<file path="src/rtl/uart_tx_fifo.sv">
// Transmit byte FIFO feeding a UART controller: buffers host writes and launches
// one byte at a time on tx_start, holding off the next launch until tx_done.
module uart_tx_fifo #(
    parameter int unsigned DEPTH  = 16,
    parameter int unsigned ADDR_W = 4
) (
    input  logic              clk,
    input  logic              rst,
    input  logic              wr_en,
    input  logic [7:0]        wr_data,
    input  logic              flush,
    input  logic              clr_ovf,
    output logic              full,
    output logic              empty,
    output logic [ADDR_W:0]   count,
    output logic              overflow,
    output logic              busy,
    output logic [7:0]        tx_data,
    output logic              tx_start,
    input  logic              tx_done
);

    typedef enum logic {
        S_IDLE,
        S_WAIT
    } state_t;

    localparam logic [ADDR_W:0] FULL_CNT = (ADDR_W+1)'(DEPTH);

    logic [7:0]        mem [DEPTH];
    logic [ADDR_W-1:0] wr_ptr;
    logic [ADDR_W-1:0] rd_ptr;
    logic [ADDR_W:0]   cnt;
    state_t            state;
    state_t            state_nxt;
    logic              wr_acc;
    logic              wr_drop;
    logic              pop;

    assign full  = (cnt == FULL_CNT);
    assign empty = (cnt == '0);
    assign count = cnt;
    assign busy  = (state == S_WAIT);

    // flush swallows a concurrent write and leaves overflow untouched
    assign wr_acc  = wr_en && !full && !flush;
    assign wr_drop = wr_en && full && !flush;

    always_comb begin
        state_nxt = state;
        pop       = 1'b0;
        case (state)
            S_IDLE: begin
                if (!empty && !flush) begin
                    pop       = 1'b1;
                    state_nxt = S_WAIT;
                end
            end
            S_WAIT: begin
                if (tx_done) begin
                    state_nxt = S_IDLE;
                end
            end
            default: state_nxt = S_IDLE;
        endcase
    end

    always_ff @(posedge clk or posedge rst) begin
        if (rst) begin
            state <= S_IDLE;
        end else begin
            state <= state_nxt;
        end
    end

    always_ff @(posedge clk or posedge rst) begin
        if (rst) begin
            wr_ptr   <= '0;
            rd_ptr   <= '0;
            cnt      <= '0;
            overflow <= 1'b0;
            tx_start <= 1'b0;
            tx_data  <= '0;
        end else begin
            if (flush) begin
                wr_ptr <= '0;
                rd_ptr <= '0;
                cnt    <= '0;
            end else begin
                if (wr_acc) begin
                    wr_ptr <= wr_ptr + 1'b1;
                end
                if (pop) begin
                    rd_ptr <= rd_ptr + 1'b1;
                end
                case ({wr_acc, pop})
                    2'b10:   cnt <= cnt + 1'b1;
                    2'b01:   cnt <= cnt - 1'b1;
                    default: cnt <= cnt;
                endcase
            end
            if (wr_drop) begin
                overflow <= 1'b1;
            end else if (clr_ovf) begin
                overflow <= 1'b0;
            end
            tx_start <= pop;
            if (pop) begin
                tx_data <= mem[rd_ptr];
            end
        end
    end

    always_ff @(posedge clk) begin
        if (wr_acc) begin
            mem[wr_ptr] <= wr_data;
        end
    end

endmodule

</file>
<file path="config.mk">
export PLATFORM = sky130hd
export DESIGN_NAME = uart_tx_fifo
export DESIGN_NICKNAME = d
export VERILOG_FILES = /design/src/rtl/uart_tx_fifo.sv
export SDC_FILE = /design/constraint.sdc
export NUM_CORES = 1
export LEC_CHECK = 0
export CAP_MARGIN = 40
export CORE_UTILIZATION = 30
export CTS_CLUSTER_DIAMETER = 50
export CTS_CLUSTER_SIZE = 28
export DETAILED_ROUTE_END_ITERATION = 7
export GPL_TIMING_DRIVEN = 1
export PLACE_DENSITY = 0.58
export SETUP_SLACK_MARGIN = 0.1
export SYNTH_ARGS = -nofsm -noshare
export SYNTH_HDL_FRONTEND = slang
export SYNTH_SLANG_ARGS = --single-unit
export TNS_END_PERCENT = 100
</file>
<file path="constraint.sdc">
create_clock -name clk -period 7.8 [get_ports clk]
set_input_delay 1.95 -clock clk [delete_from_list [all_inputs] [get_ports clk]]
set_output_delay 1.95 -clock clk [all_outputs]
set_load 0.01 [all_outputs]
</file>
==> results_dict.tcl, run 1 <==
set metrics [dict create \
    fmax_mhz 228.6 \
    cts_sinks 152 \
    worstPathMaxFanout 16 \
    cts_setup_buffers 0 \
    hold_class "reg -> reg" \
    slew_headroom_pct 40.71 \
    synth-seq-cells 152 \
    preCtsSetupSlack_ns 2.994 \
    reg2regPathDepth 12 \
    power_switching_mw 0.5964 \
    power_frac_comb_pct 18.2 \
    cts_tree "done" \
    clk_latency_ns 0.42 \
    io_pins 32 \
    yosys.area.top_type "edfxtp_1" \
    worst-endpoint-arrival_ns 4.71 \
    layout-drive-gt1-share_pct 23.57 \
    cts_resized 0 \
    finalHoldViolCount 0 \
    required_ns 8.14 \
    die-height_um 145.7 \
    cts_max_level 4 \
    cp-start-kind "input port" \
    cts_buffers 17 \
    root_buffer "clkbuf_16" \
    dieArea_um2 21220 \
    p_int_mw 1.644 \
    syn-cell-area_um2 6191 \
    cts_hold_buf 0 \
    worst_hold_path.num_cells 2 \
    grt_overflow_total 0 \
    layout_common_cells "edfxtp_1 (128), mux4_2 (32), clkdlybuf4s50_1 (31), nor2_1 (29), dfrtp_1 (22)" \
    post-route-util_pct 37.20 \
    gp_congestion 0.7475 \
    avgSynthCellArea_um2 18.26 \
    nets 413 \
    finalCriticalPeriod_ns 4.375 \
    stdcell_count 673 \
    diodes 0 \
    start_util_pct 30.60 \
    vias 3097 \
    cp_slowest_cell "clkdlybuf4s50_1" \
    p_sw_share_pct 26.62 \
    ys_warn_count 0 \
    crit_chain "clkdlybuf4s50_1, nand2b_2, inv_2, nand2_1, fa_1, nand2b_1, a21oi_1, a211oi_1, or3_1, a31oi_1" \
    ir_drop_v 0.0001423 \
    cp-end-kind "flop" \
    seqPwrFrac_pct 44.7 \
    reg2reg_from "count[3]" \
    powerDensity_nw_per_um2 297.6 \
    fin_crit_sh_pct 56.09 \
    cts.path.max_buffers 2 \
    rows 52 \
    post_drt_wl_per_cell_um 17.79 \
    clk_pin_slew_ns 0.06 \
    nFillCells 1825 \
    pwr-share-clk_pct 37.1 \
    areaGrowthSynthToFinish_pct 21.58 \
    die_w_um 145.7 \
    synth_area_leaders "edfxtp_1 (62%), mux4_2 (12%), dfrtp_1 (9.7%)" \
    slowest_delay_ns 0.71 \
    drv_cap 0 \
    synth.yosys.seq_area_share_pct 71.79 \
    dp.cells 641 \
    grt_pass1_vias 3193 \
    leakagePower_nw 2.490 \
    grt_setup_unrepaired "false" \
    synth_top_area_share_pct 62.09 \
    firstDrtPassIters 4 \
    setup_violations 0 \
    antenna_found_initial 0 \
    grt_max_degree 35 \
    hpwl_mm 8.243 \
    fin_tns_setup_ns 0 \
    syn_nets 362 \
    wirelength_mm 11.97 \
    path_class "in -> reg" \
    grt_usage_pct 12.26 \
    antenna_left 0 \
    synth_edf_count 128 \
    portBuffers 31 \
    ff2ff_setup_slack_ns 4.88 \
    via_per_inst 4.602 \
    synth_cell_types 39 \
    skew_ns 0.006551 \
    hp-start "tx_data[0]" \
    tightest_slew_ns 0.8861 \
    hold_path_end "tx_data[0]" \
    layout_commonest_cell "edfxtp_1" \
    ys.flop_type "edfxtp_1" \
    finalMaxSlewViolations 0 \
    status "completed" \
    core_area_um2 20230 \
    r2r_end "count[4]" \
    drc 0 \
    syn_inst 339 \
    synth-async-reset-ratio_pct 15.79 \
    drt_iter0_markers 155 \
    grt_pass1_wl_mm 18.88 \
    fin_ws_ns 3.425 \
]
## flip-flops by register name, indices dropped and copies added (netlist names)
register	flops
count	5
wr_ptr	4
busy	1
mem	128
overflow	1
tx_start	1
rd_ptr	4
tx_data	8
## layout make-up
cell class              count  area [um^2]  share of cell area [%]
well taps                 270        337.8                   4.488
flip-flops and latches    152         4447                   59.08
repair buffers             48        478.0                   6.350
inverters                  10        37.54                  0.4987
multi-input cells         161         1625                   21.59
clock buffers              17        425.4                   5.652
clock inverters            15        176.4                   2.344
## cell families (layout without fill, tap and decap cells)
| family | count (synthesis) | in the layout | share of synthesized area (%) |
|---|---|---|---|
| multiplexers | 52 | 52 | 14.94 |
| buffers and inverters | 26 | 90 | 2.122 |
| adder cells (fa/ha/maj) | 9 | 9 | 1.940 |
| flip-flops | 152 | 152 | 71.79 |
| AO/OA/AOI/OAI | 25 | 25 | 3.011 |
| AND/OR/NAND/NOR | 67 | 67 | 5.073 |
| XOR/XNOR | 8 | 8 | 1.132 |
## worst max-delay path: cells and delay by family
kind            cells  cell delay (ns)
fa+ha+maj           1             0.40
compound gates      3             0.48
simple gates        4             1.03
buf+inv             2             0.85
## cells in the mapped netlist, types with 3 or more instances
cell,count
clkbuf_1,5
xor2_1,6
dfrtp_1,24
edfxtp_1,128
nor2_1,29
nand2_1,19
inv_1,9
nand2b_1,4
buf_2,3
ha_1,8
o21ai_0,5
mux2i_1,17
o221ai_1,8
mux4_2,32
mux2_2,3
nor3_1,4
buf_4,4
a21oi_1,3
## power groups by stage
stage                     Clock (mW)  Combinational [mW]  Sequential, mW
after floorplan                    0               0.257            1.00
after global placement             0               0.388            1.03
after detailed placement           0               0.414            1.02
after CTS                      0.843               0.415            1.00
after global routing           0.874               0.452            1.01
final                          0.831               0.408            1.00
## per-layer routing
metal	vias up	part of all wire [%]	global-route usage [%]
met5	-	0	0
met4	0	1.9	5.211
met3	14	4.0	3.103
met2	59	49	19.69
met1	1597	45	15.81
li1	1427	-	-
## worst max-delay path by stage
stage / startpoint / end / slack (ns) / depth (start not counted)
floorplan: flush / count[4] / 4.08 / 10
global placement: flush / count[4] / 3.09 / 10
detailed placement: flush / count[4] / 2.99 / 10
CTS: flush / count[4] / 3.43 / 10
global route: flush / count[4] / 3.22 / 10
finish: flush / count[4] / 3.42 / 10
## stage by stage
stage	instance area [um^2]	power [mW]	hold slack (ns)
final	7527	2.240	0.5166
after floorplan	6191	1.261	0.5179
after global routing	7527	2.337	0.5604
after CTS	7527	2.261	0.5293
after global placement	6780	1.416	0.5119
after detailed placement	6925	1.434	0.5182
(Power assumes the default switching activity.)
==> run 2, diff against run 1 <==
--- a/config.mk
+++ b/config.mk
@@ -11,7 +11,7 @@
 export CTS_CLUSTER_SIZE = 28
 export DETAILED_ROUTE_END_ITERATION = 7
 export GPL_TIMING_DRIVEN = 1
-export PLACE_DENSITY = 0.58
+export PLACE_DENSITY = 0.59
 export SETUP_SLACK_MARGIN = 0.1
 export SYNTH_ARGS = -nofsm -noshare
 export SYNTH_HDL_FRONTEND = slang
==> constraint.sdc (replaced) <==
create_clock -name clk -period 4 [get_ports clk]
set_input_delay 1 -clock clk [delete_from_list [all_inputs] [get_ports clk]]
set_output_delay 1 -clock clk [all_outputs]
set_load 0.01 [all_outputs]
==> results_dict.tcl, run 2 (synthesized netlist as in run 1, its figures left out) <==
set metrics [dict create \
    pwr-share-clk_pct 36.4 \
    tightest_slew_ns 0.8918 \
    worst-endpoint-arrival_ns 2.25 \
    cp-end-kind "output pin" \
    skew_ns 0.005345 \
    gp_congestion 0.7718 \
    areaGrowthSynthToFinish_pct 21.14 \
    cts.path.max_buffers 2 \
    crit_start "count[3]" \
    ir_drop_v 0.0002407 \
    largest_reg_flops 128 \
    io_pins 32 \
    die_w_um 145.7 \
    cts_max_level 4 \
    cp-start-kind "flop" \
    cts_tree "done" \
    grt_usage_pct 12.63 \
    finalHoldViolCount 0 \
    clk_latency_ns 0.42 \
    leakagePower_nw 2.480 \
    required_ns 3.00 \
    finalCriticalPeriod_ns 3.246 \
    fin_tns_setup_ns 0 \
    drv_cap 0 \
    p_int_mw 3.172 \
    die-height_um 145.7 \
    finalMaxSlewViolations 0 \
    placed_cell_area_um2 6908 \
    fin_crit_sh_pct 81.16 \
    post_drt_wl_per_cell_um 18.45 \
    grt_max_degree 34 \
    hold_class "reg -> reg" \
    core_area_um2 20230 \
    start_util_pct 30.60 \
    firstDrtPassIters 4 \
    cts_setup_buffers 0 \
    path_class "reg -> out" \
    layout-drive-gt1-share_pct 22.89 \
    fin_ws_ns 0.7537 \
    grt_pass1_vias 3246 \
    hp-start "overflow" \
    cts_buffers 17 \
    diodes 0 \
    grt_pass1_wl_mm 19.18 \
    cts_resized 0 \
    hpwl_mm 8.112 \
    worstPathMaxFanout 5 \
    power_frac_comb_pct 18.9 \
    wirelength_mm 12.40 \
    p_sw_share_pct 27.26 \
    clk_pin_slew_ns 0.06 \
    fmax_mhz 308.0 \
    reg2reg_from "count[3]" \
    layout_common_cells "edfxtp_1 (128), mux4_2 (32), clkdlybuf4s50_1 (31), nor2_1 (29), dfrtp_1 (22)" \
    grt_overflow_total 0 \
    antenna_left 0 \
    root_buffer "clkbuf_16" \
    layout_commonest_cell "edfxtp_1" \
    drc 0 \
    nets 412 \
    cts_sinks 152 \
    preCtsSetupSlack_ns 0.5919 \
    power_switching_mw 1.189 \
    dieArea_um2 21220 \
    drt_iter0_markers 242 \
    portBuffers 31 \
    vias 3165 \
    slew_headroom_pct 40.54 \
    seqPwrFrac_pct 44.8 \
    cts_hold_buf 0 \
    powerDensity_nw_per_um2 581.6 \
    rows 52 \
    antenna_found_initial 0 \
    setup_violations 0 \
    finalInstanceArea_um2 7500 \
    grt_setup_unrepaired "false" \
    largest_register "mem" \
    via_per_inst 4.710 \
    status "completed" \
]
==> run 2: cell count changes in the layout (fill, tap and decap cells not counted) <==
cell,previous run,this run
buf_12,1,0
buf_16,1,2
buf_8,1,0
bufinv_16,3,2
clkinv_2,4,3
clkinv_4,3,1
clkinvlp_4,3,1
inv_6,2,6
inv_8,0,2
nor3_1,2,4
nor3_2,2,0
==> run 2: area by class of cell <==
cell class	count	area, um^2
clock buffers	17	425.4
clock inverters	15	166.4
fillers	1868	12730
inverters	10	37.54
multi-input cells	161	1615
flip-flops and latches	152	4447
well taps	270	337.8
repair buffers	47	470.5
==> run 2: final timing paths <==
| check | cells after the start | endpoint | slack (ns) |
|---|---|---|---|
| min in group asynchronous | 2 | count[4] | 0.90 |
| max in group asynchronous | 3 | tx_data[6] | 2.65 |
| worst min register to register | 2 | overflow | 0.52 |
| worst max register to register | 12 | count[4] | 1.12 |
| worst min-delay path | 2 | overflow | 0.52 |
| worst max-delay path | 3 | full | 0.75 |
==> run 2: metrics by stage <==
step	instances	power, mW	hold slack, ns	utilization [%]
CTS	672	4.411	0.5265	37.06
global placement	638	2.765	0.5040	33.87
finish	672	4.362	0.5197	37.06
detailed placement	640	2.812	0.5061	34.14
floorplan	339	2.459	0.5179	-
global route	672	4.544	0.5445	37.06
==> run 2: worst max-delay path, cell delays in order, from the launching register on <==
cell,delay (ns)
dfrtp_1,0.44
or4_1,0.65
nor2_1,0.18
clkdlybuf4s50_1,0.55
==> run 2: power groups by stage <==
stage          registers [mW]  clock network, mW  logic [mW]
6_report                 1.95               1.59       0.822
5_1_grt                  1.97               1.68       0.895
4_1_cts                  1.95               1.63       0.832
3_5_place_dp             1.99                  0       0.826
3_3_place_gp             2.00                  0       0.760
2_1_floorplan            1.96                  0       0.502
==> run 2: per-layer routing <==
layer / track usage (%) / wire length (um) / up-vias
met1: 16.34 / 5602 / 1629
met4: 4.842 / 184 / 0
met2: 20.14 / 6023 / 78
li1: - / - / 1439
met3: 3.636 / 586 / 19
met5: 0 / 0 / -
